## src/rtl/divider_pkg.sv

```systemverilog
// Shared definitions for the sequential restoring divider: FSM encoding,
// default operand width and the iteration counter width.
package divider_pkg;

  typedef enum logic [1:0] {
    S_IDLE = 2'd0,
    S_RUN  = 2'd1,
    S_DONE = 2'd2
  } state_t;

  localparam int DEF_WIDTH = 8;

  // Counter must hold the value 2*width, hence the +1.
  function automatic int cnt_width(input int width);
    return $clog2(2 * width + 1);
  endfunction

  localparam int DEF_CNT_W = cnt_width(DEF_WIDTH);

endpackage

```

## src/rtl/div_step.sv

```systemverilog
// One combinational restoring-division step: shift one dividend bit into the
// partial remainder, subtract the divisor if it fits, emit the quotient bit.
module div_step
  import divider_pkg::*;
#(
  parameter int WIDTH = DEF_WIDTH
) (
  input  logic [WIDTH-1:0] i_rem,
  input  logic             i_bit,
  input  logic [WIDTH-1:0] i_divisor,
  output logic [WIDTH-1:0] o_rem,
  output logic             o_q_bit
);

  logic [WIDTH:0]   w_trial;
  logic [WIDTH-1:0] w_diff_lo;

  assign w_trial = {i_rem, i_bit};
  // The difference is always below the divisor, so its low WIDTH bits are exact.
  assign w_diff_lo = w_trial[WIDTH-1:0] - i_divisor;
  assign o_q_bit   = (w_trial >= {1'b0, i_divisor});
  assign o_rem     = o_q_bit ? w_diff_lo : w_trial[WIDTH-1:0];

endmodule

```

## src/rtl/seq_divider.sv

```systemverilog
// Iterative unsigned restoring divider: 2*WIDTH-bit dividend by WIDTH-bit
// divisor, one quotient bit per clock, start/busy/done handshake.
module seq_divider
  import divider_pkg::*;
#(
  parameter int WIDTH = DEF_WIDTH
) (
  input  logic               clk,
  input  logic               rst,
  input  logic               start,
  input  logic [2*WIDTH-1:0] dividend,
  input  logic [WIDTH-1:0]   divisor,
  output logic               busy,
  output logic               done,
  output logic [2*WIDTH-1:0] quotient,
  output logic [WIDTH-1:0]   remainder,
  output logic               div_zero,
  output state_t             dbg_state
);

  localparam int              CNT_W    = cnt_width(WIDTH);
  localparam logic [CNT_W-1:0] CNT_INIT = CNT_W'(2 * WIDTH);
  localparam logic [CNT_W-1:0] CNT_ONE  = CNT_W'(1);

  state_t               r_state;
  state_t               w_next_state;
  logic [CNT_W-1:0]     r_count;
  logic [2*WIDTH-1:0]   r_dvd;
  logic [WIDTH-1:0]     r_dvs;
  logic [WIDTH-1:0]     r_rem;
  logic [2*WIDTH-2:0]   r_quot;
  logic [2*WIDTH-1:0]   r_quotient;
  logic [WIDTH-1:0]     r_remainder;
  logic                 r_div_zero;
  logic [WIDTH-1:0]     w_rem_next;
  logic                 w_q_bit;
  logic                 w_accept;
  logic                 w_accept_zero;
  logic                 w_last;

  assign w_accept      = (r_state == S_IDLE) && start && (divisor != '0);
  assign w_accept_zero = (r_state == S_IDLE) && start && (divisor == '0);
  assign w_last        = (r_state == S_RUN) && (r_count == CNT_ONE);

  div_step #(.WIDTH(WIDTH)) u_step (
    .i_rem     (r_rem),
    .i_bit     (r_dvd[2*WIDTH-1]),
    .i_divisor (r_dvs),
    .o_rem     (w_rem_next),
    .o_q_bit   (w_q_bit)
  );

  always_ff @(posedge clk) begin
    if (rst) r_state <= S_IDLE;
    else     r_state <= w_next_state;
  end

  always_comb begin
    w_next_state = r_state;
    case (r_state)
      S_IDLE: begin
        if (w_accept)           w_next_state = S_RUN;
        else if (w_accept_zero) w_next_state = S_DONE;
      end
      S_RUN:   if (w_last) w_next_state = S_DONE;
      S_DONE:  w_next_state = S_IDLE;
      default: w_next_state = S_IDLE;
    endcase
  end

  always_comb begin
    busy = (r_state == S_RUN);
    done = (r_state == S_DONE);
  end

  // Working registers shift left each RUN cycle; results latch on the edge
  // that enters DONE so they are valid together with the done pulse.
  always_ff @(posedge clk) begin
    if (rst) begin
      r_count     <= '0;
      r_dvd       <= '0;
      r_dvs       <= '0;
      r_rem       <= '0;
      r_quot      <= '0;
      r_quotient  <= '0;
      r_remainder <= '0;
      r_div_zero  <= 1'b0;
    end else begin
      if (w_accept) begin
        r_dvd   <= dividend;
        r_dvs   <= divisor;
        r_rem   <= '0;
        r_quot  <= '0;
        r_count <= CNT_INIT;
      end else if (r_state == S_RUN) begin
        r_dvd   <= {r_dvd[2*WIDTH-2:0], 1'b0};
        r_rem   <= w_rem_next;
        r_quot  <= {r_quot[2*WIDTH-3:0], w_q_bit};
        r_count <= r_count - CNT_ONE;
      end

      if (w_accept_zero) begin
        r_quotient  <= '1;
        r_remainder <= dividend[WIDTH-1:0];
        r_div_zero  <= 1'b1;
      end else if (w_last) begin
        r_quotient  <= {r_quot, w_q_bit};
        r_remainder <= w_rem_next;
        r_div_zero  <= 1'b0;
      end
    end
  end

  assign quotient  = r_quotient;
  assign remainder = r_remainder;
  assign div_zero  = r_div_zero;
  assign dbg_state = r_state;

endmodule

```

## config.mk

```make
export PLATFORM = sky130hd
export DESIGN_NAME = seq_divider
export DESIGN_NICKNAME = d
export VERILOG_FILES = /design/src/rtl/divider_pkg.sv /design/src/rtl/div_step.sv /design/src/rtl/seq_divider.sv
export SDC_FILE = /design/constraint.sdc
export NUM_CORES = 1
export LEC_CHECK = 0
export BUFFER_PORTS_ARGS = -buffer_cell sky130_fd_sc_hd__buf_2
export CORE_MARGIN = 1
export CORE_UTILIZATION = 31
export CTS_BUF_LIST = sky130_fd_sc_hd__clkbuf_16
export CTS_CLUSTER_SIZE = 30
export DETAILED_ROUTE_END_ITERATION = 8
export RECOVER_POWER = 25
export SLEW_MARGIN = 20
export SYNTH_ARGS = -nofsm -noshare
export SYNTH_HDL_FRONTEND = slang
export SYNTH_SLANG_ARGS = --single-unit
export TNS_END_PERCENT = 10
```

## constraint.sdc

```tcl
create_clock -name clk -period 1.9 [get_ports clk]
set_input_delay 0.19 -clock clk [delete_from_list [all_inputs] [get_ports clk]]
set_output_delay 0.19 -clock clk [all_outputs]
set_load 0.005 [all_outputs]
```

==> impl_metrics.toml <==
[synthesis]
synth_edf_count = 0
synth-seq-area-share = 0.449
synth_ff_type = "dfxtp_1"
synthMuxAreaShare = 0.0171
ys_top_cells_by_area = "dfxtp_1 (45%), nand2_1 (8.3%), nor2_1 (5.4%)"
synth_top_family_by_area = "simple AND/OR/NAND/NOR gates"
ys_types = 49
mappedNetlistArea_um2 = 3520
synth_fa_ha_area_frac = 0.0412
yosysTopAreaCellShare = 0.449
yosysTopAreaCell = "dfxtp_1"
syn_nets = 471
synthXorXnorAreaFrac = 0.0174
synth-compound-area-share = 0.183
synthCells = 433
yosysWarnings = 0
ys_ff_latch = 79
async_reset_ff_frac = 0
syn_area_per_cell_um2 = 8.13
synthSimpleGateAreaFrac = 0.241

[setup_path]
crit_path_max_incr_delay_ns = 0.48
critPathBufInv = 2
worst_path_max_delay_cell = "or4_4"
crit_chain = "inv_2 -> ha_4 -> buf_4 -> nand2b_4 -> a21oi_4 -> o221ai_4 -> and2_4 -> or4_4 -> o311ai_2"
cp_num_cells = 9
start_kind = "register"
required_ns = 2.15
reg2regPathDepth = 9
crit_path_max_fanout = 4
critPathArrivalTime_ns = 2.23
critPathCaptureType = "register"
cpLargestDelayFamily = "simple AND/OR/NAND/NOR gates"
worst-setup-path-type = "reg -> reg"
reg2reg_slack_ns = -0.08

[clock_tree]
htreeDepth = 3
insertion_delay_ns = 0.33
clkTransAtPathRegs_ns = 0.07
clockRootBuffer = "clkbuf_16"
cts_tree = "yes"
cts_buffers = 9
cts_buffer_depth = 2
cts_sinks = 79

[timing]
fmax_mhz = 505
hold_viol_final = 0
finalCritPeriodShare = 1.04
report.final.slew_viol_count = 0
fin_worst_skew_ns = 0.00416
period_needed_ns = 1.98
tightest_slew_ns = 0.458
slew_headroom = 0.692
whs_ns = 0.107
rsz0062_at_grt = "true"
final-setup-viol-count = 12
worst_slack_ns = -0.0808

[drt]
wl_per_cell_um = 14.5
dr.pass1.iters = 5
via_count = 3293
first_iter_violations = 209
via_per_inst = 5.01
post-route-drc-count = 0
wirelength_mm = 9.55
ant_nets = 0

[status]
failed_checks = "negative setup slack"
status = "complete, but fails checks"

[cells_and_area]
syn2layout_area_growth_pct = 33.2
layout-drive-gt1-share = 0.288
fill_cells = 1094
design_area_um2 = 4690
diodes = 0
fin_cells = 657
final_common_cell = "nand2_1"
utilization = 0.429
layout_common_cells = "nand2_1 (77), dfxtp_1 (73), nor2_1 (48), buf_2 (42), buf_4 (40)"
nets = 550

[grt]
grt_pass1_wl_mm = 15.7
grt_overflow_total = 0
antenna_found_initial = 0
grt_pass1_vias = 3178
grtUsageTotal = 0.173
grt_max_degree = 32

[die]
core.rowCount = 38
num_io_pins = 56
die_x_um = 109
die_y_um = 109
fp.coreArea_um2 = 10900
die-area_um2 = 11800
initial_utilization = 0.322

[placement]
numPortBuffers = 55
dpl-instance-area_um2 = 4230
place_hpwl_mm = 6.80
gp_congestion = 0.847
dp_slack_ns = -0.136
dp.cells = 639

[power]
pwr-share-comb = 0.236
p_int_mw = 3.32
p_leak_nw = 1.85
p_sw_mw = 1.43
clockPowerShare = 0.381
power_density_nw_per_um2 = 1010
vdd_drop_max_v = 0.000464
netSwitchingFraction = 0.302
seqPwrFrac = 0.383

[worst_hold_path]
hold_class = "in -> reg"
min_path_cells = 3

[run]
cap_viol_max_count = 0
[cells by family (layout without fill, tap and decap cells)]
kind of cell	after synthesis	in the layout
mux	5	5
flops	79	79
xor+xnor	7	7
compound gates	96	96
buf+inv	44	128
simple gates	191	191
fa+ha+maj	11	11
[through the flow]
step           setup TNS, ns  total power, mW
2_1_floorplan        -0.0708             2.48
3_3_place_gp          -0.806             2.79
3_5_place_dp           -1.10             2.81
4_1_cts               -0.331             4.69
5_1_grt                -1.83             4.97
6_report              -0.483             4.75
[path summary, 6_finish.rpt]
path                            to              startpoint
max reg2reg  r_rem[0]$_SDFFE_PP0P_  r_dvd[15]$_SDFFE_PP0P_
max          r_rem[0]$_SDFFE_PP0P_  r_dvd[15]$_SDFFE_PP0P_
min          r_dvs[5]$_SDFFE_PP0P_              divisor[5]
min reg2reg  r_dvs[2]$_SDFFE_PP0P_   r_dvs[2]$_SDFFE_PP0P_
[cell type report]
cell class	count	area, µm²	area share
Clock buffer	9	225	0.0480
Clock inverter	7	87.6	0.0187
Inverter	13	48.8	0.0104
Multi-Input combinational cell	310	1960	0.418
Sequential cell	79	1590	0.339
Tap cell	140	175	0.0373
Timing Repair Buffer	99	604	0.129
[synthesized netlist by cell type (2+ instances only)]
master and instances:
buf_1 4, a211oi_2 3, or3_1 6, a211oi_1 9, nor3_1 32, nor4_2 2
ha_1 10, clkbuf_1 21, a21o_1 2, nand3_1 4, inv_1 12, o21ai_0 15
nor2_1 51, o311ai_0 2, a21oi_1 35, xnor2_1 3, nand2_2 2, xor2_1 4
nand2_1 78, mux2i_1 3, nor2b_1 2, mux2_4 2, dfxtp_1 79, a311oi_1 14
o21a_1 3, a22oi_1 3, buf_2 5, nor4_1 3, a31oi_1 2, nand2b_1 3
[tightest hold or removal path: stages]
cell and delay (ns):
buf_2 0.11, nand2_1 0.05, a21oi_1 0.05
[per-layer routing]
metal	global-route usage	wire, µm
met5	0	0
met4	0.0647	124
met3	0.0307	356
met2	0.275	4440
met1	0.231	4620
[power groups by stage]
| stage | Combinational, mW | Clock [mW] | Sequential (mW) |
|---|---|---|---|
| after floorplan | 0.645 | 0 | 1.84 |
| after global placement | 0.947 | 0 | 1.85 |
| after detailed placement | 0.958 | 0 | 1.85 |
| after CTS | 1.03 | 1.84 | 1.81 |
| after global routing | 1.22 | 1.91 | 1.83 |
| final | 1.12 | 1.81 | 1.82 |
[state kept, by name (all words and copies together), names as in the netlist]
signal     count
quotient      16
r_dvd         16
r_quot        15
r_dvs          8
r_rem          8
remainder      8
r_count        5
dbg_state      2
div_zero       1
[what timing repair did]
| action | 4_1_cts | 5_1_grt |
|---|---|---|
| buffers inserted | 1 | 1 |
| setup endpoints to repair | 16 | 17 |
| hold buffers | 0 | 0 |
| pin swaps | 4 | 13 |
| endpoints found under the hold margin | 0 | 0 |
| gates resized for setup | 14 | 22 |
Power figures use the tool's default switching activity.
